### src/rtl/accfifo_pkg.sv
// Shared definitions for the ping-pong accumulate FIFO: default geometry
// and the swap-controller state encoding.
package accfifo_pkg;

    localparam int DEFAULT_DATA_WIDTH = 24;
    localparam int DEFAULT_DEPTH      = 32;

    typedef enum logic {
        SWAP_IDLE    = 1'b0,
        SWAP_PENDING = 1'b1
    } swap_state_t;

endpackage

### src/rtl/acc_fifo_bank.sv
// One FIFO bank: DEPTH-word storage, read/write pointers and occupancy count.
// The read data register only updates on an accepted pop, so a caller can
// tell fresh data from stale data by remembering when it popped.
module acc_fifo_bank
    import accfifo_pkg::*;
#(
    parameter int DATA_WIDTH = DEFAULT_DATA_WIDTH,
    parameter int DEPTH      = DEFAULT_DEPTH,
    parameter int CNT_W      = $clog2(DEPTH) + 1
) (
    input  logic                  clk,
    input  logic                  rst,
    input  logic                  wr,
    input  logic                  rd,
    input  logic [DATA_WIDTH-1:0] din,
    output logic [DATA_WIDTH-1:0] q,
    output logic [CNT_W-1:0]      count,
    output logic                  rd_ok
);
    localparam int              PTR_W      = $clog2(DEPTH);
    localparam logic [CNT_W-1:0] FULL_COUNT = CNT_W'(DEPTH);

    logic [DATA_WIDTH-1:0] mem [DEPTH];
    logic [DATA_WIDTH-1:0] q_reg;
    logic [PTR_W-1:0]      wr_ptr_reg;
    logic [PTR_W-1:0]      rd_ptr_reg;
    logic [CNT_W-1:0]      count_reg;
    logic                  wr_ok;

    // A pop needs data; a push needs room, or a same-cycle pop freeing a slot.
    assign rd_ok = rd && (count_reg != '0);
    assign wr_ok = wr && ((count_reg != FULL_COUNT) || rd_ok);

    // Storage with registered read; no reset so it maps onto RAM. At full with
    // pop+push both pointers match and the read returns the old word.
    always_ff @(posedge clk) begin
        if (wr_ok) begin
            mem[wr_ptr_reg] <= din;
        end
        if (rd_ok) begin
            q_reg <= mem[rd_ptr_reg];
        end
    end

    // Pointers wrap naturally at DEPTH (power of two); count tracks occupancy.
    always_ff @(posedge clk or posedge rst) begin
        if (rst) begin
            wr_ptr_reg <= '0;
            rd_ptr_reg <= '0;
            count_reg  <= '0;
        end else begin
            if (wr_ok) begin
                wr_ptr_reg <= wr_ptr_reg + 1'b1;
            end
            if (rd_ok) begin
                rd_ptr_reg <= rd_ptr_reg + 1'b1;
            end
            case ({wr_ok, rd_ok})
                2'b10:   count_reg <= count_reg + 1'b1;
                2'b01:   count_reg <= count_reg - 1'b1;
                default: count_reg <= count_reg;
            endcase
        end
    end

    assign q     = q_reg;
    assign count = count_reg;

endmodule

### src/rtl/acc_fifo_pingpong.sv
// Ping-pong accumulate FIFO: two banks, one owned by the compute side
// (push/pop/read-modify-write) and one drained by the output side. A level
// swap request exchanges the roles once the output bank has drained.
// Optional build macro ACCFIFO_ERR_CHECK_EN adds a sticky err output for
// ignored pushes at full and pops on empty.
module acc_fifo_pingpong
    import accfifo_pkg::*;
#(
    parameter int DATA_WIDTH = DEFAULT_DATA_WIDTH,
    parameter int DEPTH      = DEFAULT_DEPTH,
    parameter int CNT_W      = $clog2(DEPTH) + 1
) (
    input  logic                  clk,
    input  logic                  rst,
    input  logic [DATA_WIDTH-1:0] cmp_din,
    input  logic                  cmp_wr,
    input  logic                  cmp_rd,
    input  logic                  out_rd,
    input  logic                  swap_req,
    output logic [DATA_WIDTH-1:0] cmp_dout,
    output logic [DATA_WIDTH-1:0] out_dout,
    output logic                  out_valid,
    output logic                  cmp_full,
    output logic                  cmp_empty,
    output logic                  out_empty,
    output logic [CNT_W-1:0]      cmp_count,
    output logic [CNT_W-1:0]      out_count,
    output logic                  bank_sel,
    output logic                  swap_ack
`ifdef ACCFIFO_ERR_CHECK_EN
    ,
    output logic                  err
`endif
);
    localparam logic [CNT_W-1:0] FULL_COUNT = CNT_W'(DEPTH);

    logic [1:0]            bank_wr;
    logic [1:0]            bank_rd;
    logic [1:0]            bank_rd_ok;
    logic [DATA_WIDTH-1:0] bank_q     [2];
    logic [CNT_W-1:0]      bank_count [2];

    logic        bank_sel_reg;
    logic        out_idx;
    logic        swap_ack_reg;
    logic        swap_do;
    swap_state_t state_reg;
    swap_state_t state_next;

    logic                  cmp_pop;
    logic                  out_pop;
    logic                  cmp_fresh_reg;
    logic                  cmp_src_reg;
    logic [DATA_WIDTH-1:0] cmp_hold_reg;
    logic                  out_fresh_reg;
    logic                  out_src_reg;
    logic [DATA_WIDTH-1:0] out_hold_reg;

    assign out_idx = ~bank_sel_reg;

    // Route each side's strobes to whichever bank it currently owns.
    generate
        for (genvar gi = 0; gi < 2; gi++) begin : g_bank
            assign bank_wr[gi] = (bank_sel_reg == 1'(gi)) && cmp_wr;
            assign bank_rd[gi] = (bank_sel_reg == 1'(gi)) ? cmp_rd : out_rd;

            acc_fifo_bank #(
                .DATA_WIDTH (DATA_WIDTH),
                .DEPTH      (DEPTH),
                .CNT_W      (CNT_W)
            ) u_bank (
                .clk   (clk),
                .rst   (rst),
                .wr    (bank_wr[gi]),
                .rd    (bank_rd[gi]),
                .din   (cmp_din),
                .q     (bank_q[gi]),
                .count (bank_count[gi]),
                .rd_ok (bank_rd_ok[gi])
            );
        end
    endgenerate

    assign cmp_count = bank_count[bank_sel_reg];
    assign out_count = bank_count[out_idx];
    assign cmp_full  = (cmp_count == FULL_COUNT);
    assign cmp_empty = (cmp_count == '0);
    assign out_empty = (out_count == '0);
    assign cmp_pop   = bank_rd_ok[bank_sel_reg];
    assign out_pop   = bank_rd_ok[out_idx];

    // Swap controller: swap at once if the output bank is already drained,
    // otherwise wait in PENDING until it is.
    always_comb begin
        state_next = state_reg;
        swap_do    = 1'b0;
        case (state_reg)
            SWAP_IDLE: begin
                if (swap_req) begin
                    if (out_empty) begin
                        swap_do = 1'b1;
                    end else begin
                        state_next = SWAP_PENDING;
                    end
                end
            end
            SWAP_PENDING: begin
                if (out_empty) begin
                    swap_do    = 1'b1;
                    state_next = SWAP_IDLE;
                end
            end
        endcase
    end

    // Swap state, bank ownership and the one-cycle acknowledge.
    always_ff @(posedge clk or posedge rst) begin
        if (rst) begin
            state_reg    <= SWAP_IDLE;
            bank_sel_reg <= 1'b0;
            swap_ack_reg <= 1'b0;
        end else begin
            state_reg    <= state_next;
            bank_sel_reg <= bank_sel_reg ^ swap_do;
            swap_ack_reg <= swap_do;
        end
    end

    // Output data: in the cycle after a pop show the popping bank's fresh read
    // register, then keep a private copy so a later swap or pop by the other
    // side cannot disturb the held value.
    always_ff @(posedge clk or posedge rst) begin
        if (rst) begin
            cmp_fresh_reg <= 1'b0;
            cmp_src_reg   <= 1'b0;
            cmp_hold_reg  <= '0;
            out_fresh_reg <= 1'b0;
            out_src_reg   <= 1'b0;
            out_hold_reg  <= '0;
        end else begin
            cmp_fresh_reg <= cmp_pop;
            if (cmp_pop) begin
                cmp_src_reg <= bank_sel_reg;
            end
            if (cmp_fresh_reg) begin
                cmp_hold_reg <= bank_q[cmp_src_reg];
            end
            out_fresh_reg <= out_pop;
            if (out_pop) begin
                out_src_reg <= out_idx;
            end
            if (out_fresh_reg) begin
                out_hold_reg <= bank_q[out_src_reg];
            end
        end
    end

    assign cmp_dout  = cmp_fresh_reg ? bank_q[cmp_src_reg] : cmp_hold_reg;
    assign out_dout  = out_fresh_reg ? bank_q[out_src_reg] : out_hold_reg;
    assign out_valid = out_fresh_reg;
    assign bank_sel  = bank_sel_reg;
    assign swap_ack  = swap_ack_reg;

`ifdef ACCFIFO_ERR_CHECK_EN
    logic err_reg;

    // Sticky flag for any strobe the banks had to ignore.
    always_ff @(posedge clk or posedge rst) begin
        if (rst) begin
            err_reg <= 1'b0;
        end else if ((cmp_wr && cmp_full && !cmp_rd) ||
                     (cmp_rd && cmp_empty) ||
                     (out_rd && out_empty)) begin
            err_reg <= 1'b1;
        end
    end

    assign err = err_reg;
`endif

endmodule

### config.mk
export PLATFORM = sky130hd
export DESIGN_NAME = acc_fifo_pingpong
export DESIGN_NICKNAME = d
export VERILOG_FILES = /design/src/rtl/accfifo_pkg.sv /design/src/rtl/acc_fifo_bank.sv /design/src/rtl/acc_fifo_pingpong.sv
export SDC_FILE = /design/constraint.sdc
export NUM_CORES = 2
export LEC_CHECK = 0
export CAP_MARGIN = 20
export CORE_MARGIN = 10
export CORE_UTILIZATION = 28
export CTS_CLUSTER_DIAMETER = 40
export CTS_CLUSTER_SIZE = 24
export DETAILED_ROUTE_END_ITERATION = 8
export PLACE_DENSITY = 0.51
export SYNTH_ARGS = -nofsm -noshare
export SYNTH_HDL_FRONTEND = slang
export SYNTH_HIERARCHICAL = 1
export SYNTH_SLANG_ARGS = --single-unit
### constraint.sdc
create_clock -name clk -period 3 [get_ports clk]
set_input_delay 0.3 -clock clk [delete_from_list [all_inputs] [get_ports clk]]
set_output_delay 0.3 -clock clk [all_outputs]
set_load 0.01 [all_outputs]
==> results.tsv <==
stage	metric	value	unit
die	die_h	502.1	µm
finish	nFillCells	21570	
synthesis	syn_area	65070	µm²
clock_network	clkLatencyLatePin	0.82	ns
worst_setup_path	cp_data_required_time	2.70	ns
synthesis	synth_compound_area_share	4.153	%
clock_network	root_buffer	clkbuf_16	
routing	drc_errors	0	
synthesis	synthFlopType	edfxtp_1	
place	hpwlAfterDp	104400	µm
place	io_buffers	95	
finish	largest_register_ffs	1536	
worst_setup_path	critical_path.top_delay_family	buffers and inverters	
synthesis	synthArstFlopShare	5.206	%
synthesis	netlist_instances	3342	
sta	rsz0062_at_grt	false	
synthesis	synth_edf_count	1584	
worst_setup_path	crit_type	reg -> out	
finish	fin_nets	3766	
sta	hold_ws	0.08091	ns
sta	worst_slack	0.07246	ns
synthesis	yosys_warnings	6	
sta	final.period_utilization	97.58	%
routing	via_per_inst	4.714	
power_and_ir_drop	peakVddDrop	0.6755	mV
clock_network	cts_sinks	1671	
worst_setup_path	max_stage_delay	0.69	ns
clock_network	htreeDepth	4	
worst_setup_path	crit_path_start	bank_sel	
worst_setup_path	path_max_fanout	20	
die	core_area	230600	µm²
synthesis	synth_top_family_by_area	multiplexers	
sta	finalHoldViolCount	0	
sta	fin_worst_skew	0.03383	ns
power_and_ir_drop	p_leak	26.31	nW
worst_setup_path	startpoint_type	flop	
routing	wl	169200	µm
global_route	groute.usage.overall	13.11	%
synthesis	syn_avg_cell_area	19.47	µm²
die	ios	96	
worst_setup_path	arrival	2.63	ns
sta	tightest_slew	1.106	ns
die	start_util	28.22	%
worst_setup_path	endpoint_kind	primary output	
synthesis	yosys.area_share.simple	2.071	%
status	status	finished clean	
sta	timing.setup.tns	0	ns
place	place_ws	0.05087	ns
synthesis	synth_adder_area_share	0.4076	%
global_route	antenna_found_initial	19	
routing	antenna_left	0	
sta	period_minus_slack	2.928	ns
worst_setup_path	worstPathCellList	buf_6, mux2_2, clkdlybuf4s50_1	
synthesis	syn_nets	3392	
synthesis	ys_seq_area_share	76.45	%
clock_network	cts_max_path_buffers	3	
routing	via_count	32510	
routing	dr.first_iter.drc_count	2953	
hold_path	min_from	cmp_din[9]	
global_route	grt_max_degree	65	
clock_network	numCtsBuffers	180	
routing	wire_per_inst	24.54	µm
synthesis	synth_xor_xnor_area_share	0.2961	%
sta	slew_viol_final	0	
clock_network	cts_tree	done	
synthesis	netlist-cell-type-count	54	
power_and_ir_drop	p_per_area	974.1	nW/µm²
worst_setup_path	cpMaxStageDelayCell	clkdlybuf4s50_1	
finish	syn2layout_area_growth	20.85	%
sta	relSlewSlack	26.30	%
die	rows	176	
routing	drtPass1Iterations	6	
synthesis	synth-seq-cells	1671	
synthesis	muxShareOfSynthArea	15.25	%
die	die_x	502.1	µm
finish	drive_above_1_share	24.33	%
global_route	grt_pass1_vias	33330	
power_and_ir_drop	finalPower	76.60	mW
clock_network	clkTransAtPathRegs	0.06	ns
worst_setup_path	r2r-start	g_bank[1].u_bank/rd_ptr_reg[1]	
sta	setup_viol	0	
global_route	gr-total-overflow	0	
place	gp_congestion	0.7600	
hold_path	hp-class	in -> reg	
job	maxCapViolCount	0	
die	die-area	252100	µm²
worst_setup_path	crit_buf_inv	2	
global_route	grt_pass1_wl	243400	µm
sta	max_freq	0.3416	GHz
[repair_timing]
| item | CTS | global route |
|---|---|---|
| buffers inserted | 0 | 0 |
| resized for setup | 17 | 7 |
| endpoints found under the hold margin | 136 | 0 |
| setup endpoints to repair | 20 | 9 |
| hold buffers | 6 | 0 |
| gates cloned | 0 | 0 |
| pin swaps | 0 | 3 |
[metal layers]
layer / GRT usage, % / share of wire (%) / up-vias / wire [µm]
met1: 17.66 / 44 / 17080 / 73920
met4: 4.265 / 2.8 / 0 / 4697
met2: 21.71 / 49 / 815 / 82290
met3: 2.012 / 4.9 / 210 / 8308
met5: 0 / 0 / - / 0
li1: - / - / 14400 / -
[cells in the final DEF (no fill, tap or decap), types with 17 or more instances in the layout]
cell / netlist / routed
a21oi_1: 107 / 105
a22o_1: 70 / 70
a22oi_1: 74 / 74
a31oi_1: 48 / 48
buf_12: 0 / 97
buf_2: 75 / 21
buf_4: 2 / 182
clkbuf_16: 0 / 182
clkdlybuf4s50_1: 0 / 68
clkinv_4: 0 / 23
clkinvlp_4: 0 / 25
dfrtp_1: 87 / 81
edfxtp_1: 1584 / 1584
ha_1: 18 / 18
inv_1: 18 / 17
inv_6: 0 / 30
mux2_2: 20 / 20
mux2i_1: 530 / 530
mux4_2: 192 / 192
nand2_1: 69 / 69
nor2_1: 122 / 56
nor2_2: 0 / 60
nor3_1: 36 / 36
o221ai_1: 48 / 48
xnor2_1: 20 / 20
[final timing paths]
| check | to | slack (ns) | depth (start not counted) |
|---|---|---|---|
| setup reg to reg | g_bank[1].u_bank/q[12] | 0.11 | 7 |
| setup / recovery | out_count[5] | 0.07 | 3 |
| hold reg to reg | state_reg | 0.51 | 1 |
| max in group asynchronous | g_bank[1].u_bank/rd_ptr_reg[1] | 2.21 | 2 |
| hold / removal | g_bank[1].u_bank/mem[30][9] | 0.08 | 1 |
| min in group asynchronous | cmp_fresh_reg | 0.11 | 2 |
[stage by stage]
step	utilization [%]	area (µm²)	cells
after floorplan	-	65100	3342
after global placement	31.42	72440	6554
after detailed placement	31.42	72440	6554
after CTS	34.10	78620	6894
after global routing	34.10	78630	6894
final	34.11	78640	6896
[cells by family after synthesis]
family                     count (synthesis)
and+or+nand+nor                          290
muxes                                    748
AOI/OAI and AO/OA                        383
xor gates and xnor gates                  22
adders and majority gates                 20
buffers and inverters                    208
DFF                                     1671
[cells in the mapped netlist (5+ instances only)]
| cell type | instances | share of area, % |
|---|---|---|
| nand3_1 | 6 | 0.046 |
| nand3b_1 | 7 | 0.081 |
| a31oi_1 | 48 | 0.46 |
| a22o_1 | 70 | 0.94 |
| edfxtp_1 | 1584 | 73 |
| mux2i_1 | 530 | 8.2 |
| mux2_1 | 6 | 0.10 |
| xnor2_1 | 20 | 0.27 |
| clkbuf_1 | 92 | 0.53 |
| inv_1 | 18 | 0.10 |
| nor2_1 | 122 | 0.70 |
| buf_1 | 17 | 0.098 |
| ha_1 | 18 | 0.35 |
| mux4_2 | 192 | 6.6 |
| mux2_2 | 20 | 0.35 |
| nand2b_1 | 6 | 0.058 |
| o221ai_1 | 48 | 0.65 |
| dfrtp_1 | 87 | 3.3 |
| a21oi_1 | 107 | 0.82 |
| nor2b_1 | 5 | 0.048 |
| buf_2 | 75 | 0.58 |
| a22oi_1 | 74 | 0.85 |
| and3_1 | 13 | 0.12 |
| or3b_2 | 6 | 0.081 |
| nor3_1 | 36 | 0.28 |
| o21ai_0 | 10 | 0.077 |
| nand2_1 | 69 | 0.40 |
[where the power goes]
| group | total [mW] | switching (mW) | leakage (nW) | internal, mW |
|---|---|---|---|---|
| Clock | 22.5 | 9.93 | 2.92 | 12.6 |
| Sequential | 28.7 | 1.07 | 15.3 | 27.6 |
| Combinational | 25.4 | 14.4 | 8.10 | 11.0 |
[layout make-up]
class	instances	area [µm²]	share of cell area, %
Inverter	20	75.07	0.09547
Timing Repair Buffer	380	4222	5.369
Sequential cell	1671	49770	63.29
Clock inverter	140	1475	1.876
Antenna cell	2	5.005	0.006365
Clock buffer	194	4629	5.887
Tap cell	3026	3786	4.815
Multi-Input combinational cell	1463	14680	18.67
No activity file was read; power rests on OpenSTA's default activity.
